File: src/rtl/div_sequencer_pkg.sv
// -----------------------------------------------------------------------------
// div_sequencer_pkg
// Shared definitions for the divide unit:
//   - muldiv_op_e  : shared MUL/DIV op encoding. Only DIV/REM reach this unit;
//                    signedness travels on separate flags.
//   - RS_DIV       : reservation-station / issue-port id of the divide unit.
//   - div_state_e  : 3-bit FSM state encoding of div_sequencer.
//   - XLEN_DEFAULT : default operand width.
// -----------------------------------------------------------------------------
package div_sequencer_pkg;

    localparam int XLEN_DEFAULT = 32;
    localparam int RS_DIV       = 3;

    typedef enum logic [1:0] {
        MULDIV_MUL  = 2'b00,
        MULDIV_MULH = 2'b01,
        MULDIV_DIV  = 2'b10,
        MULDIV_REM  = 2'b11
    } muldiv_op_e;

    typedef enum logic [2:0] {
        DIV_IDLE = 3'd0,
        DIV_PREP = 3'd1,
        DIV_CALC = 3'd2,
        DIV_FIX  = 3'd3,
        DIV_DONE = 3'd4
    } div_state_e;

endpackage

File: src/rtl/div_sequencer_step.sv
// -----------------------------------------------------------------------------
// div_step
// One combinational iteration of radix-2 restoring division.
// Ports:
//   rem_i      : partial remainder (always < divisor)
//   dvd_msb_i  : next dividend bit shifted into the remainder
//   dvs_i      : divisor (magnitude)
//   rem_o      : next partial remainder
//   q_bit_o    : quotient bit produced by this iteration
// -----------------------------------------------------------------------------
module div_step #(
    parameter int XLEN = 32
) (
    input  logic [XLEN-1:0] rem_i,
    input  logic            dvd_msb_i,
    input  logic [XLEN-1:0] dvs_i,
    output logic [XLEN-1:0] rem_o,
    output logic            q_bit_o
);

    logic [XLEN:0]   shifted;
    logic [XLEN-1:0] diff;

    // The shifted remainder needs XLEN+1 bits: with a divisor near 2^XLEN the
    // remainder MSB can be set, and dropping it would corrupt the result.
    assign shifted = {rem_i, dvd_msb_i};
    assign q_bit_o = (shifted >= {1'b0, dvs_i});
    // When the subtraction is taken the result is < divisor, so it fits XLEN bits.
    assign diff    = shifted[XLEN-1:0] - dvs_i;
    assign rem_o   = q_bit_o ? diff : shifted[XLEN-1:0];

endmodule

File: src/rtl/div_sequencer.sv
// -----------------------------------------------------------------------------
// div_sequencer
// Multi-cycle integer DIV/DIVU/REM/REMU unit (restoring division, one quotient
// bit per cycle) with RISC-V divide-by-zero and signed-overflow handling.
// Ports:
//   clk, rst           : clock, asynchronous active-high reset
//   flush              : abort in-flight op, drop pending result
//   req_valid/ready    : request handshake (ready only in IDLE)
//   req_op             : MULDIV_DIV -> quotient, MULDIV_REM -> remainder
//   req_rs1/2_signed   : per-operand signedness
//   req_src1/src2      : dividend / divisor
//   req_tag            : ROB tag
//   resp_valid/ready   : response handshake
//   resp_data/resp_tag : result and its tag, stable while resp_valid
//   busy               : FSM not in IDLE
// -----------------------------------------------------------------------------
module div_sequencer
    import div_sequencer_pkg::*;
#(
    parameter int XLEN  = XLEN_DEFAULT,
    parameter int TAG_W = 6
) (
    input  logic             clk,
    input  logic             rst,
    input  logic             flush,
    input  logic             req_valid,
    output logic             req_ready,
    input  logic [1:0]       req_op,
    input  logic             req_rs1_signed,
    input  logic             req_rs2_signed,
    input  logic [XLEN-1:0]  req_src1,
    input  logic [XLEN-1:0]  req_src2,
    input  logic [TAG_W-1:0] req_tag,
    output logic             resp_valid,
    input  logic             resp_ready,
    output logic [XLEN-1:0]  resp_data,
    output logic [TAG_W-1:0] resp_tag,
    output logic             busy
);

    localparam int CNT_W = (XLEN > 1) ? $clog2(XLEN) : 1;

    div_state_e       state_q;
    logic [CNT_W-1:0] cnt_q;
    logic [XLEN-1:0]  rem_q;     // partial remainder
    logic [XLEN-1:0]  dvd_q;     // dividend, becomes quotient as bits shift in
    logic [XLEN-1:0]  dvs_q;     // divisor
    logic             s1_q;
    logic             s2_q;
    logic             q_neg_q;
    logic             r_neg_q;
    logic             is_rem_q;
    logic [TAG_W-1:0] tag_q;
    logic [XLEN-1:0]  resp_data_q;
    logic [TAG_W-1:0] resp_tag_q;
    logic             resp_valid_q;
    logic             req_ready_q;
    logic             busy_q;

    logic [XLEN-1:0]  rem_d;
    logic             q_bit_d;

    logic             sign1;
    logic             sign2;
    logic [XLEN-1:0]  abs1;
    logic [XLEN-1:0]  abs2;
    logic             div_zero;
    logic             sovf;
    logic [XLEN-1:0]  quot_fix;
    logic [XLEN-1:0]  rem_fix;

    div_step #(.XLEN(XLEN)) u_step (
        .rem_i     (rem_q),
        .dvd_msb_i (dvd_q[XLEN-1]),
        .dvs_i     (dvs_q),
        .rem_o     (rem_d),
        .q_bit_o   (q_bit_d)
    );

    // Operand conditioning, meaningful while in PREP (registers hold raw operands).
    always_comb begin
        sign1    = s1_q & dvd_q[XLEN-1];
        sign2    = s2_q & dvs_q[XLEN-1];
        abs1     = sign1 ? -dvd_q : dvd_q;
        abs2     = sign2 ? -dvs_q : dvs_q;
        div_zero = (dvs_q == '0);
        sovf     = s1_q && s2_q &&
                   (dvd_q == {1'b1, {(XLEN-1){1'b0}}}) && (dvs_q == '1);
        quot_fix = q_neg_q ? -dvd_q : dvd_q;
        rem_fix  = r_neg_q ? -rem_q : rem_q;
    end

    always_ff @(posedge clk or posedge rst) begin
        if (rst) begin
            state_q      <= DIV_IDLE;
            cnt_q        <= '0;
            rem_q        <= '0;
            dvd_q        <= '0;
            dvs_q        <= '0;
            s1_q         <= 1'b0;
            s2_q         <= 1'b0;
            q_neg_q      <= 1'b0;
            r_neg_q      <= 1'b0;
            is_rem_q     <= 1'b0;
            tag_q        <= '0;
            resp_data_q  <= '0;
            resp_tag_q   <= '0;
            resp_valid_q <= 1'b0;
            req_ready_q  <= 1'b1;
            busy_q       <= 1'b0;
        end else if (flush) begin
            // Covers DONE with resp_ready high: the result is dropped.
            state_q      <= DIV_IDLE;
            resp_valid_q <= 1'b0;
            req_ready_q  <= 1'b1;
            busy_q       <= 1'b0;
        end else begin
            case (state_q)
                DIV_IDLE: begin
                    if (req_valid) begin
                        dvd_q       <= req_src1;
                        dvs_q       <= req_src2;
                        s1_q        <= req_rs1_signed;
                        s2_q        <= req_rs2_signed;
                        is_rem_q    <= (req_op == MULDIV_REM);
                        tag_q       <= req_tag;
                        req_ready_q <= 1'b0;
                        busy_q      <= 1'b1;
                        state_q     <= DIV_PREP;
                    end
                end
                DIV_PREP: begin
                    // Special cases preload quotient/remainder and pass through
                    // FIX, which does the DIV/REM selection for every path.
                    if (div_zero) begin
                        dvd_q   <= '1;
                        rem_q   <= dvd_q;
                        q_neg_q <= 1'b0;
                        r_neg_q <= 1'b0;
                        state_q <= DIV_FIX;
                    end else if (sovf) begin
                        dvd_q   <= {1'b1, {(XLEN-1){1'b0}}};
                        rem_q   <= '0;
                        q_neg_q <= 1'b0;
                        r_neg_q <= 1'b0;
                        state_q <= DIV_FIX;
                    end else begin
                        dvd_q   <= abs1;
                        dvs_q   <= abs2;
                        rem_q   <= '0;
                        q_neg_q <= sign1 ^ sign2;
                        r_neg_q <= sign1;
                        cnt_q   <= CNT_W'(XLEN - 1);
                        state_q <= DIV_CALC;
                    end
                end
                DIV_CALC: begin
                    rem_q <= rem_d;
                    dvd_q <= {dvd_q[XLEN-2:0], q_bit_d};
                    if (cnt_q == '0) begin
                        state_q <= DIV_FIX;
                    end else begin
                        cnt_q <= cnt_q - CNT_W'(1);
                    end
                end
                DIV_FIX: begin
                    resp_data_q  <= is_rem_q ? rem_fix : quot_fix;
                    resp_tag_q   <= tag_q;
                    resp_valid_q <= 1'b1;
                    state_q      <= DIV_DONE;
                end
                DIV_DONE: begin
                    if (resp_ready) begin
                        resp_valid_q <= 1'b0;
                        req_ready_q  <= 1'b1;
                        busy_q       <= 1'b0;
                        state_q      <= DIV_IDLE;
                    end
                end
                default: begin
                    resp_valid_q <= 1'b0;
                    req_ready_q  <= 1'b1;
                    busy_q       <= 1'b0;
                    state_q      <= DIV_IDLE;
                end
            endcase
        end
    end

    assign req_ready  = req_ready_q;
    assign resp_valid = resp_valid_q;
    assign resp_data  = resp_data_q;
    assign resp_tag   = resp_tag_q;
    assign busy       = busy_q;

endmodule

File: config.mk
export PLATFORM = sky130hd
export DESIGN_NAME = div_sequencer
export DESIGN_NICKNAME = d
export VERILOG_FILES = /design/src/rtl/div_sequencer_pkg.sv /design/src/rtl/div_sequencer_step.sv /design/src/rtl/div_sequencer.sv
export SDC_FILE = /design/constraint.sdc
export NUM_CORES = 1
export LEC_CHECK = 0
export ABC_AREA = 0
export CAP_MARGIN = 20
export CELL_PAD_IN_SITES_DETAIL_PLACEMENT = 0
export CELL_PAD_IN_SITES_GLOBAL_PLACEMENT = 1
export CORE_ASPECT_RATIO = 1.25
export CORE_MARGIN = 2
export CORE_UTILIZATION = 25
export DETAILED_ROUTE_END_ITERATION = 16
export PLACE_DENSITY_LB_ADDON = 0.1
export SYNTH_ARGS = -nofsm -noshare
export SYNTH_HDL_FRONTEND = slang
export SYNTH_HIERARCHICAL = 1
export SYNTH_SLANG_ARGS = --single-unit
File: constraint.sdc
create_clock -name clk -period 6.05 [get_ports clk]
set_input_delay 0.9075 -clock clk [delete_from_list [all_inputs] [get_ports clk]]
set_output_delay 0.9075 -clock clk [all_outputs]
set_load 0.005 [all_outputs]
==> results of run 1 <==
-- tightest hold or removal path: stages (launching register included) --
cell and delay, ns:
sky130_fd_sc_hd__dfrtp_1 0.34, sky130_fd_sc_hd__nand2_1 0.05, sky130_fd_sc_hd__nand2_1 0.05
-- routing by layer --
metal / track usage / routed length, µm
met5: 0 / 10
met4: 0.07090 / 1546
met3: 0.02938 / 1946
met2: 0.3379 / 24250
met1: 0.2608 / 22470
-- power by group through the flow --
stage	Sequential (mW)	Clock (mW)	Combinational, mW
after floorplan	1.96	0	4.03
after global placement	2.52	0	5.31
after detailed placement	2.53	0	5.28
after CTS	2.51	1.21	5.32
after global routing	2.60	1.25	5.86
final	2.51	1.17	5.30
-- cell type report --
type,instances,area [µm²]
well taps,644,805.8
inverters,60,230.2
fillers,5202,33640
clock inverters,14,160.2
clock buffers,18,439.2
flip-flops and latches,156,3905
multi-input cells,1129,7495
repair buffers,144,1411
-- sequential cells by signal, indices dropped and copies added, names as in the netlist --
register,count
dvd_q,32
dvs_q,32
rem_q,32
resp_data,32
resp_tag,6
tag_q,6
cnt_q,5
state_q,3
busy,1
is_rem_q,1
q_neg_q,1
r_neg_q,1
req_ready,1
resp_valid,1
s1_q,1
s2_q,1
-- per-stage QoR --
stage	hold slack, ns	instances	setup slack, ns	instance area [µm²]
2_1_floorplan	0.4331	1464	0.9376	12110
3_3_place_gp	0.4384	2131	2.116	13800
3_5_place_dp	0.4448	2131	2.052	13800
4_1_cts	0.4643	2163	2.073	14400
5_1_grt	0.4987	2165	1.830	14450
6_report	0.4654	2165	2.136	14450
-- logic make-up after synthesis --
logic type | share of synthesized area
AOI/OAI and AO/OA | 0.2742
xor gates and xnor gates | 0.06295
buffers and inverters | 0.06202
DFF | 0.3226
and+or+nand+nor | 0.1890
muxes | 0.04827
adders and majority gates | 0.04093
-- worst paths after layout --
path,start,end,slack (ns),cells after the start
worst max register to register,dvd_q[31],rem_q[30],2.14,13
worst min register to register,tag_q[2],resp_tag[2],0.47,2
min in group asynchronous,rst,tag_q[0],1.02,2
max in group asynchronous,rst,cnt_q[0],3.84,3
worst min-delay path,tag_q[2],resp_tag[2],0.47,2
worst max-delay path,dvd_q[31],rem_q[30],2.14,13
-- cells in the final DEF (no fill, tap or decap), types with 8 or more instances in the layout --
cell type,n
sky130_fd_sc_hd__clkdlybuf4s50_1,119
sky130_fd_sc_hd__buf_4,23
sky130_fd_sc_hd__inv_1,58
sky130_fd_sc_hd__ha_1,38
sky130_fd_sc_hd__a22oi_1,60
sky130_fd_sc_hd__o41ai_1,14
sky130_fd_sc_hd__o311ai_0,19
sky130_fd_sc_hd__nand2_1,145
sky130_fd_sc_hd__a21oi_1,101
sky130_fd_sc_hd__nor3_1,39
sky130_fd_sc_hd__mux2_2,31
sky130_fd_sc_hd__or4_1,14
sky130_fd_sc_hd__o21ai_0,85
sky130_fd_sc_hd__and3_1,8
sky130_fd_sc_hd__nand4_1,24
sky130_fd_sc_hd__nor4_1,17
sky130_fd_sc_hd__a21o_1,23
sky130_fd_sc_hd__nor2_1,124
sky130_fd_sc_hd__or2_2,9
sky130_fd_sc_hd__or3_1,18
sky130_fd_sc_hd__a2bb2oi_1,13
sky130_fd_sc_hd__a22o_1,23
sky130_fd_sc_hd__a31oi_1,23
sky130_fd_sc_hd__dfrtp_1,155
sky130_fd_sc_hd__xnor2_1,44
sky130_fd_sc_hd__mux2i_1,10
sky130_fd_sc_hd__o31ai_1,20
sky130_fd_sc_hd__xor2_1,43
sky130_fd_sc_hd__mux2_4,9
sky130_fd_sc_hd__o22ai_1,23
sky130_fd_sc_hd__nand3_1,21
sky130_fd_sc_hd__clkbuf_16,17
==> results.ini, run 1 <==
[setup_path]
slowest_cell_on_the_critical_path = sky130_fd_sc_hd__dfrtp_1
cell_repeated_most_along_the_worst_path = sky130_fd_sc_hd__a21oi_1
worst-path-buf-inv = 1
worst_ep_arrival_time_ns = 4.31
kind_of_critical_path = flip-flop to flip-flop
crit_path_max_fanout = 5
cp-end-kind = flip-flop
worst_path_dominant_cell_family = compound AO/OA/AOI/OAI gates
worst_path_largest_cell_delay_ns = 0.57
worst_ep_required_time_ns = 6.44
critical_path.startpoint_type = flip-flop
cp_cell_sequence = inv_1, ha_1, fa_1, nor2b_1, o31a_1, o21ai_0, o31ai_1, a21oi_1, or3b_2, nand3_1, mux2_4, a22oi_1, a21oi_1

[synthesis]
postSynth.topFlopCell = sky130_fd_sc_hd__dfrtp_1
syn-instance-count = 1464
synth.yosys.seq_area_share = 0.3226
yosys-top-cells-count = sky130_fd_sc_hd__dfrtp_1, sky130_fd_sc_hd__nand2_1, sky130_fd_sc_hd__nor2_1, sky130_fd_sc_hd__a21oi_1, sky130_fd_sc_hd__clkbuf_1
synthDominantCellAreaShare = 0.3204
async_flop_share = 1.000
synth_edf_count = 0
synth_fp_nets = 1582
synthesis.area_um2 = 12110
count_leader_synth = sky130_fd_sc_hd__dfrtp_1
synth_area_leaders = sky130_fd_sc_hd__dfrtp_1, sky130_fd_sc_hd__nand2_1, sky130_fd_sc_hd__a21oi_1
syn-mean-instance-area_um2 = 8.269
synth_seq_cells = 156
library_cell_occupying_the_most_area_in_the_post_synthesis_netlist = sky130_fd_sc_hd__dfrtp_1
yosys.cell_types.count = 90
synth.yosys.warnings = 6

[grt]
grt-ovfl-total = 0
grt_antenna_before_repair = 1
grt_first_pass_wirelength_mm = 76.13
global_route.usage.total = 0.2005
grt_pass1_vias = 11250
grt_max_degree = 88

[power_and_ir_drop]
p_int_mw = 4.560
share_clk_of_total_power = 0.130
switching_power_mw = 4.421
report.power.total_mw = 8.981
powerDensity_nw_per_um2 = 621.6
power.leakage_nw = 5.641
seq_power_share = 0.279
comb_power_share = 0.590
vdd_ir_drop_max_v = 0.0002415
p_sw_frac = 0.4923

[cts]
cts_max_level = 4
worst_setup_hold_path_clk_slew_ns = 0.07
cts-hold-fix-buffers = 0
clock_sinks = 156
post_cts.repair.setup_buffers = 0
clk-insertion-delay-late_ns = 0.47
cts-root-to-sink-buffers = 2
cts_made_buffers = 17
cts_resized = 0
clock_tree_from_tritoncts = built
cts-root-buf = sky130_fd_sc_hd__clkbuf_16

[finish]
fin_nets = 1626
layout-drive-gt1-share = 0.09270
layout.core_utilization = 0.3004
syn2layout_area_growth_pct = 19.34
antennaDiodeCount = 0

[placed_design]
dp.final_hpwl_mm = 37.14
place.port_buffers = 119
gp_congestion = 0.8152

[drt]
total_wirelength_of_the_detailed_routed_design_mm = 50.22
postRouteAntennaNets = 0
routed_via_density = 5.342
drt_iter0_markers = 836
detail_route.first_pass.iterations = 5
routedWlPerCell_um = 23.20
drt_drc_violations_left = 0
vias = 11570

[timing]
achievable_freq_mhz = 255.5
timing.final.setup_violations = 0
setup_tns_ns = 0
final_critical_path_share_of_the_clock_period = 0.6470
timing.slew.headroom = 0.3152
hold_viol = 0
drv_slew = 0
fin_worst_skew_ns = 0.01043
final_period_minus_worst_setup_slack_ns = 3.914
worst_slew_pin_slew_ns = 1.024
unrepaired_setup_endpoints_after_global_routing = false

[floorplanning]
floorplan.core_area_um2 = 48080
die_area_um2 = 50210
die_x_um = 200.8
io_pins = 120
die_height_um = 250.0
num_rows = 90
initial_core_util = 0.2518

[worst_hold_path]
min_path_type = flip-flop to flip-flop

[run]
drv_cap = 0

[status]
status = complete, no violations

Note: power is estimated with default switching activity, not from simulation.
==> inputs of run 2 (changes only) <==
==> constraint.sdc (replaced) <==
create_clock -name clk -period 3.7 [get_ports clk]
set_input_delay 0.555 -clock clk [delete_from_list [all_inputs] [get_ports clk]]
set_output_delay 0.555 -clock clk [all_outputs]
set_load 0.005 [all_outputs]
==> run 2 against run 1 <==
  * Core utilization is 2.0 points higher
  * Critical endpoint unchanged
  * First-iteration DRC count down 26%
  * Critical path depth up 1
  * Largest power group unchanged
==> results.ini, run 2 (synthesis gave the netlist of run 1 again) <==
[grt]
grt_busiest_layer = met2  ; unchanged
grt_pass1_vias = 11750  ; was 11250
grt.met3_usage = 0.02442  ; was 0.02938
groute.layer.met2.usage = 0.3512  ; was 0.3379
grt_first_pass_wirelength_mm = 76.76  ; was 76.13 mm
grt_max_degree = 72  ; was 88
grt-ovfl-total = 0  ; unchanged
grt_antenna_before_repair = 0  ; was 1
global_route.usage.total = 0.2046  ; was 0.2005
gr_met1_demand_resource = 0.2586  ; was 0.2608

[placed_design]
place.port_buffers = 119  ; unchanged
gp_congestion = 0.9128  ; was 0.8152
dp.final_hpwl_mm = 39.12  ; was 37.14 mm
postPlaceCellArea_um2 = 14690  ; was 13800 µm²

[floorplanning]
die_x_um = 200.8  ; unchanged
num_rows = 90  ; unchanged
floorplan.core_area_um2 = 48080  ; unchanged
die_height_um = 250.0  ; unchanged
initial_core_util = 0.2518  ; unchanged
die_area_um2 = 50210  ; unchanged
io_pins = 120  ; unchanged

[finish]
layout.cells.most_common = sky130_fd_sc_hd__dfrtp_1  ; unchanged
multi_input_area_um2 = 7500  ; was 7495 µm²
register_area_um2 = 3905  ; unchanged
layout_common_cells = sky130_fd_sc_hd__dfrtp_1, sky130_fd_sc_hd__nand2_1, sky130_fd_sc_hd__nor2_1  ; unchanged
fin_area_um2 = 15420  ; was 14450 µm²
fin_nets = 1729  ; was 1626
syn2layout_area_growth_pct = 27.40  ; was 19.34%
layout-drive-gt1-share = 0.1502  ; was 0.09270
fillCellCount = 5122  ; was 5202
antennaDiodeCount = 0  ; unchanged

[setup_path]
kind_of_critical_path = flip-flop to flip-flop  ; unchanged
worstReg2RegEnd = rem_q[30]  ; unchanged
worst_ep_required_time_ns = 4.02  ; was 6.44 ns
critical_path.startpoint_type = flip-flop  ; unchanged
r2r_cells = 14  ; was 13
cp-end-kind = flip-flop  ; unchanged
slowest_cell_on_the_critical_path = sky130_fd_sc_hd__dfrtp_1  ; unchanged
worst_path_dominant_cell_family = compound AO/OA/AOI/OAI gates  ; unchanged
crit_path_max_fanout = 13  ; was 5
worst_path_largest_cell_delay_ns = 0.43  ; was 0.57 ns
ff2ff_setup_slack_ns = 0.26  ; was 2.14 ns
cp_cell_sequence = inv_1, ha_1, a21oi_2, a211oi_1, or3_4, nor4b_4, o21ai_2, a31oi_4, o21a_4, inv_4, buf_12, mux2_4, a22oi_1, a21oi_1  ; was inv_1, ha_1, fa_1, nor2b_1, o31a_1, o21ai_0, o31ai_1, a21oi_1, or3b_2, nand3_1, mux2_4, a22oi_1, a21oi_1
r2r-start = dvs_q[7]  ; was dvd_q[31]
worst_ep_arrival_time_ns = 3.76  ; was 4.31 ns
worst_setup_path_endpoint = rem_q[30]  ; unchanged
cp_num_cells = 14  ; was 13
worst-path-buf-inv = 3  ; was 1
cp-startpoint = dvs_q[7]  ; was dvd_q[31]

[timing]
timing.final.setup_violations = 0  ; unchanged
timing.slew.headroom = 0.3085  ; was 0.3152
achievable_freq_mhz = 290.4  ; was 255.5 MHz
setup_tns_ns = 0  ; unchanged
unrepaired_setup_endpoints_after_global_routing = false  ; unchanged
final_period_minus_worst_setup_slack_ns = 3.444  ; was 3.914 ns
fin_worst_skew_ns = 0.01294  ; was 0.01043 ns
worst_slew_pin_slew_ns = 1.023  ; was 1.024 ns
drv_slew = 0  ; unchanged
final_critical_path_share_of_the_clock_period = 0.9308  ; was 0.6470
hold_viol = 0  ; unchanged

[power_and_ir_drop]
switching_power_mw = 7.443  ; was 4.421 mW
power.leakage_nw = 6.226  ; was 5.641 nW
p_sw_frac = 0.4646  ; was 0.4923
comb_power_share = 0.648  ; was 0.590
powerDensity_nw_per_um2 = 1039  ; was 621.6 nW/µm²
share_clk_of_total_power = 0.142  ; was 0.130
vdd_ir_drop_max_v = 0.0004420  ; was 0.0002415 V
seq_power_share = 0.209  ; was 0.279
p_int_mw = 8.577  ; was 4.560 mW

[cts]
worst_setup_hold_path_clk_slew_ns = 0.07  ; about the same
clock_sinks = 156  ; unchanged
cts-root-to-sink-buffers = 2  ; unchanged
clock_tree_from_tritoncts = built  ; unchanged
cts-root-buf = sky130_fd_sc_hd__clkbuf_16  ; unchanged
post_cts.repair.setup_buffers = 0  ; unchanged
clk-insertion-delay-late_ns = 0.47  ; about the same
cts_made_buffers = 17  ; unchanged
cts_max_level = 4  ; unchanged

[drt]
drt_iter0_markers = 616  ; was 836
total_wirelength_of_the_detailed_routed_design_mm = 51.38  ; was 50.22 mm
routedWlPerCell_um = 22.65  ; was 23.20 µm
routed_via_density = 5.187  ; was 5.342
drt_drc_violations_left = 0  ; unchanged
postRouteAntennaNets = 0  ; unchanged
detail_route.first_pass.iterations = 5  ; unchanged
vias = 11760  ; was 11570

[status]
status = complete, no violations  ; unchanged

[run]
drv_cap = 0  ; unchanged

[worst_hold_path]
min_path_type = flip-flop to flip-flop  ; unchanged

-- run 2: power by group through the flow --
stage | clock network [mW] | registers, mW | logic [mW]
floorplan | 0 | 3.21 | 6.60
global placement | 0 | 3.39 | 10.4
detailed placement | 0 | 3.39 | 10.3
CTS | 2.34 | 3.36 | 10.4
global route | 2.39 | 3.47 | 11.4
finish | 2.28 | 3.35 | 10.4
-- run 2: how the worst min path moves through the flow --
stage | cells past startpoint | end | slack [ns] | startpoint
2_1_floorplan | 2 | resp_tag[0] | 0.43 | tag_q[0]
3_3_place_gp | 2 | resp_tag[4] | 0.44 | tag_q[4]
3_5_place_dp | 2 | resp_tag[5] | 0.44 | tag_q[5]
4_1_cts | 2 | resp_tag[4] | 0.46 | tag_q[4]
5_1_grt | 2 | resp_tag[4] | 0.47 | tag_q[4]
6_report | 2 | resp_tag[4] | 0.46 | tag_q[4]
-- run 2: area by class of cell --
cell class,count,area share
Clock buffer,19,0.02872
Sequential cell,156,0.2532
Clock inverter,13,0.01850
Timing Repair Buffer,247,0.1460
Tap cell,644,0.05225
Multi-Input combinational cell,1129,0.4863
Inverter,60,0.01501
-- run 2: through the flow --
stage / cells / hold slack [ns] / setup WS [ns] / power, mW / utilization
final: 2268 / 0.4570 / 0.2560 / 16.02 / 0.3207
after global routing: 2268 / 0.4739 / 0.06767 / 17.22 / 0.3207
after CTS: 2268 / 0.4622 / 0.1024 / 16.10 / 0.3206
after detailed placement: 2236 / 0.4443 / 0.1359 / 13.73 / 0.3054
after global placement: 2236 / 0.4380 / 0.2763 / 13.78 / 0.3054
after floorplan: 1464 / 0.4331 / 0.5142 / 9.807 / -
-- run 2: tightest hold or removal path, cell delays in order, from the launching register on --
cell	delay, ns
sky130_fd_sc_hd__dfrtp_1	0.34
sky130_fd_sc_hd__nand2_1	0.05
sky130_fd_sc_hd__nand2_1	0.04
-- run 2: what timing repair did --
item,in CTS,in global routing
resized for setup,0,3
hold buffers,0,0
setup endpoints to repair,0,22
-- run 2: layer usage --
layer  up-vias  share of wire
met5         -              0
met1      5698           0.45
met2       284           0.49
met3        65          0.032
li1       5716              -
met4         0          0.036
